$ cat config.mk
export PLATFORM = sky130hd
export DESIGN_NAME = xnor_conv_datapath
export DESIGN_NICKNAME = d
export VERILOG_FILES = /design/src/rtl/xnor_pkg.sv /design/src/rtl/xnor_popcount9.sv /design/src/rtl/xnor_conv_datapath.sv
export SDC_FILE = /design/constraint.sdc
export NUM_CORES = 1
export LEC_CHECK = 0
export CAP_MARGIN = 40
export CORE_UTILIZATION = 50
export CTS_BUF_LIST = sky130_fd_sc_hd__clkbuf_8
export CTS_CLUSTER_DIAMETER = 120
export DETAILED_ROUTE_END_ITERATION = 8
export PLACE_DENSITY = 0.82
export SYNTH_ARGS = -nofsm -noshare
export SYNTH_HDL_FRONTEND = slang
export SYNTH_SLANG_ARGS = --single-unit
$ cat constraint.sdc
create_clock -name clk -period 4 [get_ports clk]
set_input_delay 0.8 -clock clk [delete_from_list [all_inputs] [get_ports clk]]
set_output_delay 0.8 -clock clk [all_outputs]
set_load 0.01 [all_outputs]
$ cat src/rtl/xnor_pkg.sv
// Shared types and sizing for the binary (XNOR) 3x3 convolution datapath.
package xnor_pkg;

  typedef enum logic [1:0] {
    StEmpty,
    StFill1,
    StFill2,
    StFull
  } fill_state_e;

  localparam int unsigned KernelSize    = 3;
  localparam int unsigned RowWidth      = 16;
  localparam int unsigned NumCols       = RowWidth - KernelSize + 1;
  localparam logic [3:0]  DefaultThresh = 4'd5;

endpackage

$ cat src/rtl/xnor_popcount9.sv
// 3x3 window XNOR against the kernel, followed by a popcount of the 9 match bits.
module xnor_popcount9 (
  input  logic [8:0] win_i,
  input  logic [8:0] wgt_i,
  output logic [3:0] cnt_o
);

  logic [8:0] match;

  assign match = ~(win_i ^ wgt_i);

  always_comb begin
    cnt_o = '0;
    for (int i = 0; i < 9; i++) begin
      cnt_o = cnt_o + {3'b000, match[i]};
    end
  end

endmodule

$ cat src/rtl/xnor_conv_datapath.sv
// Three-row sliding window with a binary 3x3 convolution producing one packed output row.
// Define XNOR_CONV_THRESH_EN to add a run-time threshold port; otherwise majority (5) is used.
module xnor_conv_datapath
  import xnor_pkg::*;
(
  input  logic        clk,
  input  logic        reset,
  input  logic        flush,
  input  logic        weight_load,
  input  logic [15:0] weight_mdr,
  input  logic        row_valid,
  input  logic [15:0] input_mdr,
  input  logic [15:0] dim,
  input  logic        conv_valid,
`ifdef XNOR_CONV_THRESH_EN
  input  logic [3:0]  thresh,
`endif
  output logic [15:0] output_mdr,
  output logic        output_valid,
  output logic        underrun
);

  fill_state_e state_q, state_d;
  logic [15:0] row0_q, row0_d, row1_q, row1_d, row2_q, row2_d;
  logic [8:0]  wgt_q, wgt_d;
  logic [15:0] out_q, out_d;
  logic        valid_q, valid_d;
  logic        underrun_q, underrun_d;

  logic [3:0]  thr;
  logic [3:0]  cnt [NumCols];
  logic [15:0] conv_bits;
  logic        dim_ok;
  logic        unused_wgt_hi;

`ifdef XNOR_CONV_THRESH_EN
  assign thr = thresh;
`else
  assign thr = DefaultThresh;
`endif

  assign unused_wgt_hi = ^weight_mdr[15:9];

  for (genvar c = 0; c < NumCols; c++) begin : g_col
    logic [8:0] win;
    // Bit 3*r+k of the window is row r, column c+k, matching the kernel word layout.
    assign win = {row2_q[c+2:c], row1_q[c+2:c], row0_q[c+2:c]};

    xnor_popcount9 u_pop (
      .win_i (win),
      .wgt_i (wgt_q),
      .cnt_o (cnt[c])
    );
  end

  assign dim_ok = (dim >= 16'd3) && (dim <= 16'(RowWidth));

  always_comb begin
    conv_bits = '0;
    for (int c = 0; c < NumCols; c++) begin
      conv_bits[c] = dim_ok && (dim > 16'(c + 2)) && (cnt[c] >= thr);
    end
  end

  always_comb begin
    state_d    = state_q;
    row0_d     = row0_q;
    row1_d     = row1_q;
    row2_d     = row2_q;
    wgt_d      = wgt_q;
    out_d      = out_q;
    valid_d    = 1'b0;
    underrun_d = underrun_q;

    if (weight_load) begin
      wgt_d = weight_mdr[8:0];
    end

    // Convolution sees the pre-edge window and weights; shifts land at the same edge.
    if (conv_valid) begin
      if (state_q == StFull) begin
        valid_d = 1'b1;
        out_d   = conv_bits;
      end else begin
        underrun_d = 1'b1;
      end
    end

    if (flush) begin
      state_d = StEmpty;
      row0_d  = '0;
      row1_d  = '0;
      row2_d  = '0;
    end else if (row_valid) begin
      row0_d = row1_q;
      row1_d = row2_q;
      row2_d = input_mdr;
      unique case (state_q)
        StEmpty: state_d = StFill1;
        StFill1: state_d = StFill2;
        StFill2: state_d = StFull;
        StFull:  state_d = StFull;
        default: state_d = StEmpty;
      endcase
    end
  end

  always_ff @(posedge clk) begin
    if (reset) begin
      state_q    <= StEmpty;
      row0_q     <= '0;
      row1_q     <= '0;
      row2_q     <= '0;
      wgt_q      <= '0;
      out_q      <= '0;
      valid_q    <= 1'b0;
      underrun_q <= 1'b0;
    end else begin
      state_q    <= state_d;
      row0_q     <= row0_d;
      row1_q     <= row1_d;
      row2_q     <= row2_d;
      wgt_q      <= wgt_d;
      out_q      <= out_d;
      valid_q    <= valid_d;
      underrun_q <= underrun_d;
    end
  end

  assign output_mdr   = out_q;
  assign output_valid = valid_q;
  assign underrun     = underrun_q;

endmodule

# Word-level counts from Yosys, hierarchy flattened
# Index checks and enable logic that the tools add are counted.
[classes]
addsub = 112
muxes = 2
eq_ne = 3
div_mod_pow = 0
bitwise = 30
order_cmp = 30
shift = 0
n_mul = 0
reduce_logical = 35
[op_table]
columns = ["op", "count"]
rows = [
  ["adder 4 x 1 -> 4 bit", 98],
  ["greater-than comparator 16 x 4 -> 1 bit, second input constant", 8],
  ["NOT 9 bit", 14],
  ["XOR 9 bit", 14],
  ["greater-than comparator 16 x 3 -> 1 bit, second input constant", 4],
  ["greater-or-equal comparator 4 x 3 -> 1 bit, second input constant", 14],
  ["greater-than comparator 16 x 2 -> 1 bit, second input constant", 2],
  ["logical AND 1 bit", 29],
  ["adder 1 x 1 -> 2 bit", 14],
  ["greater-or-equal comparator 16 x 2 -> 1 bit, second input constant", 1],
  ["<= comparator 16 x 5 -> 1 bit, second input constant", 1],
  ["case mux 2 bit (3 select lines)", 1],
  ["OR reduction 2 bit", 3],
  ["== test 2 bit, second input constant", 2],
  ["AND reduction 2 bit", 2],
  ["== test 2 x 1 -> 1 bit, second input constant", 1],
  ["zero test 2 bit", 1],
  ["NOT 1 bit", 2],
  ["2-to-1 mux 1 bit", 1],
]
[totals]
mem_bits_ro = 0
regBits = 75
latchBits = 0
ram_bits = 0
out_inout_bits = 18
word_cells = 220
n_memories = 0

# Logic depth before layout (Yosys ltp)
# Gate-level depths: netlist of run 1.
[logic_depth]
word_depth = 12
mapped_depth = 17

# Modules after synthesis
# From an unflattened synthesis of run 1, not the netlist that was laid out.
[unflattened]
cells_unflattened = 740
hier_area_um2 = 7189.4
[modules_own_cells]
columns = ["module", "area_each_um2", "instances", "cells_per_inst", "seq_area_each_um2"]
rows = [
  ["xnor_popcount9", 302.8, 14, 31, 0.0],
  ["xnor_conv_datapath", 2950.3, 1, 306, 1501.4],
]

# Least setup slack after synthesis of run 1
# Ideal clock, no wire load.
[synth_timing]
path_type = "register to register"
startpoint = "register wgt_q[0]"
endpoint = "register out_q[3] (netlist: output_mdr[3])"
required_time_ns = 3.874
setup_time_ns = 0.126
path_buffers = 2
arrival_time_ns = 4.332
setup_slack_ns = -0.458
path_stages_with_launch = 18
path_cell_list = "dfxtp_1 > clkbuf_1 > buf_1 > xnor2_1 > ha_1 > inv_1 > fa_1 > fa_1 > fa_1 > inv_1 > ha_1 > inv_1 > fa_1 > nand2b_1 > a221oi_1 > nor2_1 > a311oi_1 > o31ai_1"
[synth_between]
elab_chain_len = 12
[synth_rtl]
columns = ["item", "line_no", "source"]
rows = [
  ["start: declaration", "xnor_conv_datapath.sv:25", "logic [8:0] wgt_q, wgt_d;"],
  ["start signal: assignment", "xnor_conv_datapath.sv:123", "wgt_q <= wgt_d;"],
  ["XOR 9 bit", "xnor_popcount9.sv:10", "assign match = ~(win_i ^ wgt_i);"],
  ["NOT 9 bit", "xnor_popcount9.sv:10", ""],
  ["adder 1 x 1 -> 2 bit", "xnor_popcount9.sv:15", "cnt_o = cnt_o + {3'b000, match[i]};"],
  ["adder 4 x 1 -> 4 bit (7 in a row)", "xnor_popcount9.sv:15", ""],
  ["greater-or-equal comparator 4 x 3 -> 1 bit", "xnor_conv_datapath.sv:61", "conv_bits[c] = dim_ok && (dim > 16'(c + 2)) && (cnt[c] >= thr);"],
  ["logical AND 1 bit", "xnor_conv_datapath.sv:61", ""],
  ["end signal: assignment", "xnor_conv_datapath.sv:124", "out_q <= out_d;"],
  ["end: declaration", "xnor_conv_datapath.sv:26", "logic [15:0] out_q, out_d;"],
]
# Every way passes these cells.
# A chain may end at the register's enable or synchronous reset.

# Worst setup path after layout of run 1
# Ends and elaborated chain as after synthesis.

==> results of run 1 <==
==> what timing repair did <==
| action | in CTS | in global routing |
|---|---|---|
| setup endpoints to repair | 8 | 14 |
| resized for setup | 14 | 59 |
| pin swaps | 13 | 63 |
| buffers inserted | 0 | 3 |
==> synth_stat cells, types with 2 or more instances <==
cell | instances | share of area (%)
mux2i_1 | 57 | 7.8
a21o_1 | 3 | 0.31
inv_1 | 124 | 6.3
nor3_1 | 9 | 0.61
a221oi_1 | 3 | 0.36
xnor2_1 | 51 | 6.1
dfxtp_1 | 75 | 20
nor4_1 | 2 | 0.17
nor2b_1 | 3 | 0.26
nor3b_1 | 2 | 0.20
buf_6 | 3 | 0.46
nand2_1 | 17 | 0.87
a311oi_1 | 2 | 0.24
buf_4 | 2 | 0.20
or4_4 | 2 | 0.31
nand2b_1 | 3 | 0.26
or4_1 | 2 | 0.20
clkbuf_1 | 32 | 1.6
buf_1 | 13 | 0.66
o21ai_1 | 2 | 0.14
fa_1 | 70 | 19
a211oi_1 | 2 | 0.20
a21oi_1 | 22 | 1.5
nor2_1 | 75 | 3.8
o22ai_1 | 7 | 0.60
o31ai_1 | 7 | 0.72
ha_1 | 84 | 14
o21ai_0 | 12 | 0.82
nand3_1 | 3 | 0.20
xor2_1 | 84 | 10
==> per-stage QoR <==
stage               hold slack [ns]  setup TNS [ns]  cells  setup slack, ns
floorplan                     0.470        -0.00230    785         -0.00230
global placement              0.438          -0.227   1013          -0.0732
detailed placement            0.444          -0.522   1013           -0.112
CTS                           0.463               0   1029          0.00298
global route                  0.472          -0.650   1032           -0.135
finish                        0.455        -0.00736   1032         -0.00736
==> final timing paths <==
check | startpoint | to | slack, ns | cells past startpoint
max | wgt_q[0] | output_mdr[3] | -0.007 | 16
max reg2reg | wgt_q[0] | output_mdr[3] | -0.007 | 16
min | output_mdr[2] | output_mdr[2] | 0.46 | 1
min reg2reg | output_mdr[2] | output_mdr[2] | 0.46 | 1
==> critical path, cell delays in order, from the launching register on <==
cell and delay, ns:
dfxtp_4 0.37, buf_6 0.14, xnor2_1 0.13, ha_1 0.30
inv_1 0.08, fa_1 0.44, fa_1 0.57, fa_1 0.41
inv_1 0.07, ha_2 0.17, inv_1 0.05, fa_1 0.48
nand2b_1 0.09, a221oi_2 0.22, nor2_1 0.06, a311oi_1 0.21
o31ai_1 0.09
==> cell families after synthesis <==
logic type | synth area share, %
buf+inv | 9.30
fa+ha+maj | 33.4
xor+xnor | 16.1
simple gates | 7.53
flops | 20.4
compound gates | 5.42
mux | 7.77
other cells | 0.0511
==> sequential cells by signal, indices dropped and copies added, names as in the netlist <==
register and flops:
row1_q 16, row0_q 16, wgt_q 9, row2_q 16, underrun 1, state_q 2
output_valid 1, output_mdr 14
==> layer usage <==
layer | global-route usage, % | share of wire, % | wire (microns) | vias up
li1 | - | - | - | 2560
met1 | 29.2 | 42 | 7030 | 2597
met2 | 41.3 | 51 | 8540 | 131
met3 | 4.66 | 4.3 | 717 | 29
met4 | 8.06 | 2.2 | 372 | 0
met5 | 0 | 0 | 0 | -
==> report_power, final <==
| part | switching [mW] | internal, mW | total (mW) | leakage (nW) |
|---|---|---|---|---|
| registers | 0.0267 | 0.759 | 0.786 | 0.610 |
| clock network | 0.313 | 0.242 | 0.555 | 0.0901 |
| logic | 0.963 | 0.913 | 1.88 | 3.55 |
==> final cells by class <==
class                      instances  area, sq um  share of cell area, %
multi-input combinational        536         5430                   61.9
sequential                        75         1510                   17.2
timing repair buffer             100          962                   11.0
inverter                         124          465                   5.30
tap                              180          225                   2.57
clock buffer                      10          138                   1.57
clock inverter                     6         41.3                  0.471
antenna                            1         2.50                 0.0285
==> summary.md, run 1 <==
| Metric | Value |
|---|---|
| Crit path kind | `reg2reg` |
| Most frequent cells in the layout | `118 x inv_1, 84 x xor2_1, 75 x nor2_1, 74 x ha_1, 72 x dfxtp_1` |
| Gr ovfl total | `0` |
| Total GRT Usage | `23.7%` |
| Die Y-Extent | `~120 microns` |
| Failing checks | `negative setup slack` |
| Final ANT Viol Nets | `0` |
| Total power draw | `3.22 mW` |
| # rows | `43` |
| Register area share after synthesis | `approximately a fifth` |
| Final Cell Area | `roughly 8800 sq um` |
| VDD IR-drop max | `234 uV` |
| Async S/R FF share, synth | `0%` |
| H-Tree Depth | `3` |
| Via density | `a little over 5` |
| FILL cells | `around 1100` |
| Final Max Slew Viols | `0` |
| Leakage | `around 4.2 nW` |
| Crit. End Element | `flip-flop` |
| Worst Path Arrival | `about 4.3 ns` |
| Synth Area per Inst | `9.37 sq um` |
| Clock Path Buffers | `2` |
| # DRC | `0` |
| Cts hold-fix bufs | `0` |
| Post-DP HPWL | `12.7 mm` |
| Global placement routability congestion | `0.809` |
| Initial Utilization | `52.1%` |
| Min cycle time layout | `4.01 ns` |
| Cells after Synth | `between 700 and 800` |
| Wire length per cell | `between 15 and 20 microns` |
| Detailed Routing Iterations Pass 1 | `7` |
| Total wire length | `16.7 mm` |
| Fraction of layout cells with a size suffix above 1 | `14.0%` |
| Clk_lat worst skew | `0.38 ns` |
| Worst min path class | `reg2reg` |
| CP Max Fanout | `5` |
| Power Dens Cells | `367 nW/um^2` |
| Root buffer selected by CTS | `clkbuf_8` |
| Yosys warns | `0` |
| First-pass GRT wire length | `27.4 mm` |
| I/O pin count | `72` |
| Synth cell types | `slightly above 40` |
| Drt first-iter violations | `278` |
| Worst Tran Pin Value | `0.829 ns` |
| Max-cap violations | `0` |
| Tcrit/Tclk final | `100%` |
| Setup ws final | `-0.00736 ns` |
| Core ar. | `14100 sq um` |
| Synthesized cell area | `7340 sq um` |
| # port buffers | `62` |
| Vias in the first global route | `5706` |
| Nets | `1054` |
| Initial antenna violation count | `1` |
| Clk sinks | `75` |
| CTS Buf Count | `9` |
| Routed vias | `between 5000 and 6000` |
| Slew margin rel. | `44.7%` |
| Synth Flop Type | `dfxtp_1` |
| Clock skew | `0.0115 ns` |
| CTS tree | `built` |
| Area growth syn-to-layout | `19.5%` |
| Die X | `123 microns` |
| Flops & latches, synth | `75` |
| Finished Core Util | `62.2%` |
| Post-synth EDFFs | `0` |
| Final hold vios | `0` |
| Status | `finished, violations left` |
| Commonest non-fill, non-tap cell in the layout | `inv_1` |
| Largest net degree at the start of global routing | `51` |
| Die outline area | `15200 sq um` |
| Clk pin slew, worst setup/hold paths | `0.08 ns` |
| Final setup viols | `1` |
| CP required | `4.25 ns` |
| Startpoint Class | `flip-flop` |
| Fmax | `250 MHz` |
| Placed instance area | `8290 sq um` |
| RSZ-0062 raised after global routing | `yes` |
(Power assumes the default switching activity.)
==> run 2, diff against run 1 <==
DONT_BUFFER_PORTS = 1   (was not set)
PLACE_DENSITY = 0.73   (was 0.82)
clock period = 4.3 ns   (was 4 ns; I/O delays follow)
==> summary.md, run 2 (synthesis results as in run 1) <==
| Metric | Value |
|---|---|
| # DRC | `0 (unchanged)` |
| R2r setup slk | `0.22 ns (+0.22 ns)` |
| Fmax | `245 MHz (-1.9%)` |
| Highest metal used | `met4` |
| Logic pwr share | `51.2% (-7.1 points)` |
| Die outline area | `15200 sq um (unchanged)` |
| Status | `finished clean` |
| Worst Tran Pin Value | `0.811 ns (-0.0179 ns)` |
| Final hold vios | `0 (unchanged)` |
| Final Max Slew Viols | `0 (unchanged)` |
| Clock skew | `0.0165 ns (+0.00499 ns)` |
| Initial antenna violation count | `0 (-1)` |
| CP required | `4.56 ns (+0.31 ns)` |
| Fin Setup TNS | `0 ns (+0.00736 ns)` |
| Area growth syn-to-layout | `6.03%` |
| Worst min path class | `reg2reg` |
| Commonest non-fill, non-tap cell in the layout | `inv_1` |
| Met2 wire length | `7.25 mm (-15%)` |
| Met1 Wirelength | `7.15 mm (+1.8%)` |
| Fin cells | `957 (-7.3%)` |
| CP Capture Point | `output_mdr[3]` |
| Reg power frac | `27.0% (+2.6 points)` |
| Initial Utilization | `52.1% (unchanged)` |
| VDD IR-drop max | `203 uV (-13%)` |
| Finished Core Util | `55.2% (-7.0 points)` |
| RR Startpoint | `wgt_q[0]` |
| Final ANT Viol Nets | `0 (unchanged)` |
| # port buffers | `0 (-100%)` |
| Max-cap violations | `0 (unchanged)` |
| CTS tree | `built` |
| Crit. End Element | `flip-flop` |
| RSZ-0062 raised after global routing | `no` |
| CTS Buf Count | `9 (unchanged)` |
| Met3 WL | `928 microns (+29%)` |
| Leakage | `3.90 nW (-8.3%)` |
| Post-DP HPWL | `12.3 mm (-3.0%)` |
| Routed vias | `4923 (-7.4%)` |
| Die Y-Extent | `123 microns (unchanged)` |
| Startpoint Class | `flip-flop` |
| First-pass GRT wire length | `25.0 mm (-8.6%)` |
| Clk pin slew, worst setup/hold paths | `0.10 ns (+0.02 ns)` |
| Wire length per cell | `16.2 microns (+0.64%)` |
| Final setup viols | `0 (-1)` |
| Psw | `1.09 mW (-17%)` |
| Crit path kind | `reg2reg` |
| CP Max Fanout | `9 (+4)` |
| Reg2Reg Depth | `16 (unchanged)` |
| Power Dens Cells | `351 nW/um^2 (-4.3%)` |
| Total wire length | `15.5 mm (-6.7%)` |
| Critical path origin | `wgt_q[0]` |
| Total GRT Usage | `22.5% (-1.3 points)` |
| Die X | `123 microns (unchanged)` |
| # rows | `43 (unchanged)` |
| Vias in the first global route | `4884 (-14%)` |
| Clock Path Buffers | `2 (unchanged)` |
| Global placement routability congestion | `0.838 (+3.6%)` |
| Clk_lat worst skew | `0.39 ns (about the same)` |
| Via density | `5.14 (-0.15%)` |
| Nets | `978 (-7.2%)` |
| Core ar. | `14100 sq um (unchanged)` |
| Worst Path Arrival | `4.34 ns (+0.08 ns)` |
| Reg-to-reg endpoint | `output_mdr[3]` |
| Root buffer selected by CTS | `clkbuf_8` |
| Internal Power | `1.64 mW (-14%)` |
| Drt first-iter violations | `232 (-17%)` |
| Cts hold-fix bufs | `0 (unchanged)` |
| Placed instance count | `939 (-7.3%)` |
| Biggest regs | `row0_q x16, row1_q x16, row2_q x16` |
| Tcrit/Tclk final | `95.0% (-5.2 points)` |
| Sw Ratio | `39.8% (-0.70 points)` |
| Gr ovfl total | `0 (unchanged)` |
| Slew margin rel. | `45.9% (+1.1 points)` |
| H-Tree Depth | `3 (unchanged)` |
| Post-cts sizing count | `0 (-14)` |
| Post-CTS Repair Setup Buffers | `0 (unchanged)` |
| Clock share of power | `21.9% (+4.6 points)` |
| I/O pin count | `72 (unchanged)` |
| Most frequent cells in the layout | `124 x inv_1, 84 x xor2_1, 84 x ha_1, 75 x nor2_1, 72 x dfxtp_1` |
| Clk sinks | `75 (unchanged)` |
| Min cycle time layout | `4.08 ns (+0.0763 ns)` |
| Fraction of layout cells with a size suffix above 1 | `6.32% (-7.7 points)` |
| Largest net degree at the start of global routing | `52 (+2.0%)` |
| Detailed Routing Iterations Pass 1 | `4 (-3)` |
run 2: stage by stage:
stage	instance area, sq um	worst slack [ns]	hold slack [ns]	total power, mW
CTS	7780	0.102	0.497	2.77
global route	7780	0.00467	0.499	3.01
global placement	7550	0.184	0.496	2.08
detailed placement	7570	0.123	0.502	2.16
floorplan	7350	0.0415	0.470	1.89
finish	7790	0.216	0.514	2.73
run 2: routing by layer:
layer	track usage (%)	vias to the layer above
met5	0	-
met4	6.02	0
met3	5.86	16
met2	36.1	118
met1	29.9	2369
li1	-	2420
run 2: layout make-up:
cell class / instances / area (sq um)
fill: 1270 / 6310
multi-input combinational: 536 / 5160
timing repair buffer: 24 / 218
sequential: 75 / 1510
clock inverter: 7 / 81.3
antenna: 2 / 5.00
inverter: 124 / 465
clock buffer: 9 / 124
tap: 180 / 225
run 2: power groups by stage:
stage	Clock (mW)	Sequential [mW]	Combinational, mW
after floorplan	0	0.732	1.16
after global placement	0	0.752	1.33
after global routing	0.643	0.739	1.63
after detailed placement	0	0.752	1.41
final	0.597	0.737	1.40
after CTS	0.613	0.736	1.42
run 2: worst min path at each step:
stage / start / end / slack [ns] / depth (start not counted)
after detailed placement: row0_q[15] / row0_q[15] / 0.50 / 2
after CTS: reset / output_mdr[13] / 0.50 / 1
after global placement: row0_q[15] / row0_q[15] / 0.50 / 2
after global routing: reset / wgt_q[8] / 0.50 / 1
final: output_mdr[11] / output_mdr[11] / 0.51 / 2
after floorplan: output_mdr[6] / output_mdr[6] / 0.47 / 2
run 2: worst max-delay path, stage by stage, from the launching register on:
cell and delay, ns:
dfxtp_2 0.37, buf_12 0.16, xnor2_1 0.12, ha_1 0.28, inv_1 0.05, fa_1 0.50
fa_1 0.52, fa_1 0.48, inv_1 0.06, ha_1 0.16, inv_1 0.06, fa_1 0.49
nand2b_1 0.08, a221oi_1 0.25, nor2_1 0.07, a311oi_1 0.21, o31ai_1 0.10
